[src/rtl/regfile_wb_arbiter.sv]
// Two-source writeback arbiter for the register file write port.
// Round-robin between ALU and load results, one registered output stage, x0 writes dropped.
module regfile_wb_arbiter #(
    parameter int A_WIDTH = 5,
    parameter int D_WIDTH = 32
) (
    input  logic               clk,
    input  logic               rst_n,
    input  logic               hold,
    input  logic               alu_valid,
    input  logic [A_WIDTH-1:0] alu_rd,
    input  logic [D_WIDTH-1:0] alu_data,
    output logic               alu_ready,
    input  logic               ld_valid,
    input  logic [A_WIDTH-1:0] ld_rd,
    input  logic [D_WIDTH-1:0] ld_data,
    output logic               ld_ready,
    output logic               RegWrite,
    output logic [A_WIDTH-1:0] rd,
    output logic [D_WIDTH-1:0] write_data3,
    output logic [15:0]        wr_count
);

    logic               rr_ptr;
    logic               xfer;
    logic [A_WIDTH-1:0] sel_rd;
    logic [D_WIDTH-1:0] sel_data;

    // rr_ptr only breaks ties; a lone requester is always granted
    always_comb begin
        alu_ready = rst_n && !hold && alu_valid && (!ld_valid || !rr_ptr);
        ld_ready  = rst_n && !hold && ld_valid  && (!alu_valid || rr_ptr);
        xfer      = alu_ready || ld_ready;
        sel_rd    = ld_ready ? ld_rd   : alu_rd;
        sel_data  = ld_ready ? ld_data : alu_data;
    end

    always_ff @(posedge clk or negedge rst_n) begin
        if (!rst_n) begin
            rr_ptr      <= 1'b0;
            RegWrite    <= 1'b0;
            rd          <= '0;
            write_data3 <= '0;
        end else if (xfer) begin
            rr_ptr      <= alu_ready;
            RegWrite    <= (sel_rd != '0);
            rd          <= sel_rd;
            write_data3 <= sel_data;
        end else begin
            RegWrite    <= 1'b0;
        end
    end

    always_ff @(posedge clk or negedge rst_n) begin
        if (!rst_n) begin
            wr_count <= '0;
        end else if (RegWrite && (wr_count != 16'hFFFF)) begin
            wr_count <= wr_count + 16'd1;
        end
    end

endmodule

[config.mk]
export PLATFORM = sky130hd
export DESIGN_NAME = regfile_wb_arbiter
export DESIGN_NICKNAME = d
export VERILOG_FILES = /design/src/rtl/regfile_wb_arbiter.sv
export SDC_FILE = /design/constraint.sdc
export NUM_CORES = 1
export LEC_CHECK = 0
export ABC_AREA = 1
export CAP_MARGIN = 15
export CORE_ASPECT_RATIO = 0.5
export CORE_MARGIN = 2
export CORE_UTILIZATION = 37
export CTS_CLUSTER_DIAMETER = 200
export DETAILED_ROUTE_END_ITERATION = 16
export PLACE_DENSITY = 0.76
export SLEW_MARGIN = 25
export SYNTH_ARGS = -nofsm -noshare
export SYNTH_HDL_FRONTEND = slang
export SYNTH_SLANG_ARGS = --single-unit
[constraint.sdc]
create_clock -name clk -period 1.4 [get_ports clk]
set_input_delay 0.28 -clock clk [delete_from_list [all_inputs] [get_ports clk]]
set_output_delay 0.28 -clock clk [all_outputs]
set_load 0.01 [all_outputs]
==> results.cfg <==
[routing]
routed_wire_length_per_instance_um = 14.2
postRouteAntennaNets = 0
route.detailed.drc = 0
post_drt_via_cell_ratio = 4.75
drt-total-wl_um = 8900
first_pass_iters = 4
drt_iter0_markers = 165
route.vias.total = 2984

[synth]
yosysSeqAreaShare_pct = 48.2
post_synthesis_instance_total = 359
mapped_nets = 439
ys.warnings.count = 0
ys_seq_elements = 55
synth_area_um2 = 2860
avgSynthCellArea_um2 = 7.95
number_of_distinct_standard_cells_referenced_by_the_synthesized_netlist = 27

[placed_design]
globalplace.congestion = 0.828
dpl_worst_slack_ns = -0.554
io_buffers = 134
dp.cells = 599
hpwlAfterDp_um = 6030

[cts]
cts.reportedPaths.clkPinSlew_ns = 0.07
cts_buffer_depth = 2
clock_tree_from_tritoncts = done
insertion_delay_ns = 0.29
clock_sinks = 55
clock_tree.root_cell = sky130_fd_sc_hd__clkbuf_16
cts_htree_levels = 2
numCtsBuffers = 5

[timing]
post-route-period-util_pct = 99.4
slew_headroom_pct = 52.5
finalSetupViolCount = 0
hold_ws_ns = 0.151
layout_setup_ws_ns = 0.00864
finalWorstPathRequiredPeriod_ns = 1.39
skew_ns = 0.00487
worst_pin_slew_ns = 0.712
max_freq_ghz = 0.719
timing_max_transition_violations_final = 0
final_number_of_hold_violating_endpoints = 0
rsz_0062_raised_after_global_routing = true

[layout]
number_of_inserted_diodes = 0
fin_util_pct = 66.0
final_cell_count_no_fill = 628
areaGrowthSynthToFinish_pct = 71.0
drive_above_1_share_pct = 22.2
nFillCells = 642
final_common_cell = sky130_fd_sc_hd__clkdlybuf4s50_1
most-common-layout-cells = sky130_fd_sc_hd__clkdlybuf4s50_1 (74), sky130_fd_sc_hd__nand2_1 (70), sky130_fd_sc_hd__dlygate4sd2_1 (53)
nets = 611

[floorplanning]
floorplan.rows = 22
pin_count = 135
initial_cell_density_of_the_core_pct = 38.6
floorplan.die_area_um2 = 8480
die_height_um = 66.1
fp.dieW_um = 128
core_area_um2 = 7400

[worst_setup_path]
timing_worst_setup_path_type = reg -> out
critical_path.endpoint_type = output pin
startpoint = rr_ptr
worst-endpoint-arrival_ns = 1.11
reg2regPathDepth = 8
timing.critical_path.from_type = flip-flop
regToRegEndpoint = wr_count[10]
worstPathMaxFanout = 3
cp_data_required_time_ns = 1.12
r2r_slack_ns = 0.009
worstSetupEndpoint = ld_ready
r2r_start = wr_count[9]

[flow_run]
cap_viol_max_count = 0

[grt]
grt-ovfl-total = 0
via_count_of_the_first_global_routing_pass = 2758
first_pass_grt_wire_length_um = 13500
track_usage_pct = 20.5
grt_max_degree = 56
grt_antenna_before_repair = 0

[hold_path]
min-delay-path-class = in -> async

[power_and_ir_drop]
total_leakage_power_nw = 2.34
power_per_cell_area_nw_per_um2 = 1040
vdd_ir_drop_max_mv = 0.501

[status]
run_status = finished, final reports clean
-- per-layer routing --
layer	global-route usage, %	share of wire, %
met5	0	0
met1	25.6	42
met4	6.73	2.2
met2	35.6	52
met3	4.37	3.8
-- cell families after synthesis --
group / after synthesis / share of synthesized area, %
AND/OR/NAND/NOR: 167 / 25.5
buffers and inverters: 43 / 6.79
flip-flops: 55 / 48.2
XOR/XNOR: 11 / 3.37
AO/OA/AOI/OAI: 82 / 15.6
adder cells (fa/ha/maj): 1 / 0.438
-- sequential cells by signal, summed over array words and instances, names as in the netlist --
signal	flops
RegWrite	1
rd	5
rr_ptr	1
wr_count	16
write_data3	32
-- per-stage QoR --
stage | area [um2] | total power [W] | setup TNS (ns)
after detailed placement | 4440 | 0.00374 | -15.13
after CTS | 4670 | 0.00501 | 0
after floorplan | 2870 | 0.00272 | 0
final | 4880 | 0.00509 | 0
after global routing | 4880 | 0.00538 | -0.792
after global placement | 4440 | 0.00372 | -14.16
-- area by class of cell --
cell class	instances	area [um2]	area share [%]
multi-input cells	261	1400	28.7
clock buffers	7	153	3.13
well taps	96	120	2.46
inverters	27	104	2.13
repair buffers	181	1720	35.2
clock inverters	1	7.51	0.154
flip-flops and latches	55	1380	28.3
-- critical path, cell delays in order (launching register included) --
cell and delay [ns]:
sky130_fd_sc_hd__dfrtp_1 0.41, sky130_fd_sc_hd__inv_2 0.09, sky130_fd_sc_hd__nand2_4 0.06, sky130_fd_sc_hd__nand3_4 0.10, sky130_fd_sc_hd__inv_4 0.05, sky130_fd_sc_hd__buf_6 0.11
-- timing repair --
item,in CTS,in global routing
hold buffers,0,0
endpoints found under the setup margin,105,46
pin swaps,5,16
buffers inserted,15,5
resized for setup,72,45
gates cloned,0,2
-- synth_stat cells --
cell type / count / share of area (%)
sky130_fd_sc_hd__nand4_1: 8 / 1.8
sky130_fd_sc_hd__a21oi_1: 1 / 0.18
sky130_fd_sc_hd__dfrtp_1: 55 / 48
sky130_fd_sc_hd__nor2_4: 2 / 0.79
sky130_fd_sc_hd__o21bai_1: 1 / 0.26
sky130_fd_sc_hd__o21ai_0: 37 / 6.5
sky130_fd_sc_hd__inv_2: 6 / 0.79
sky130_fd_sc_hd__buf_6: 2 / 0.79
sky130_fd_sc_hd__nand2_1: 89 / 12
sky130_fd_sc_hd__clkbuf_1: 2 / 0.26
sky130_fd_sc_hd__ha_1: 1 / 0.44
sky130_fd_sc_hd__nand3_1: 9 / 1.6
sky130_fd_sc_hd__nand2_2: 5 / 1.1
sky130_fd_sc_hd__nor3_4: 1 / 0.57
sky130_fd_sc_hd__nor2_2: 1 / 0.22
sky130_fd_sc_hd__nor2_1: 46 / 6.0
sky130_fd_sc_hd__nor3_2: 1 / 0.35
sky130_fd_sc_hd__xor2_1: 8 / 2.5
sky130_fd_sc_hd__o21ai_2: 9 / 2.8
sky130_fd_sc_hd__buf_2: 11 / 1.9
sky130_fd_sc_hd__buf_4: 1 / 0.26
sky130_fd_sc_hd__nand3_2: 3 / 1.1
sky130_fd_sc_hd__inv_1: 21 / 2.8
sky130_fd_sc_hd__and2_1: 1 / 0.22
sky130_fd_sc_hd__nor3_1: 1 / 0.18
sky130_fd_sc_hd__xnor2_1: 3 / 0.92
sky130_fd_sc_hd__o21ai_1: 34 / 6.0
-- where the power goes --
group          total [W]  switching, W  internal (W)  leakage, nW
Combinational    0.00175      0.000840      0.000909         1.57
Clock            0.00133      0.000570      0.000762       0.0761
Sequential       0.00201      0.000152       0.00186        0.692
Total            0.00509       0.00156       0.00353         2.34
-- worst min-delay path by stage --
stage                      endpoint  slack, ns  depth (start not counted)
floorplan                  RegWrite      -0.02                          0
global placement              rd[0]       0.47                          2
detailed placement            rd[0]       0.47                          2
CTS                 write_data3[13]       0.17                          2
global route         write_data3[3]       0.20                          2
finish               write_data3[3]       0.15                          2
No activity file was read; power rests on OpenSTA's default activity.
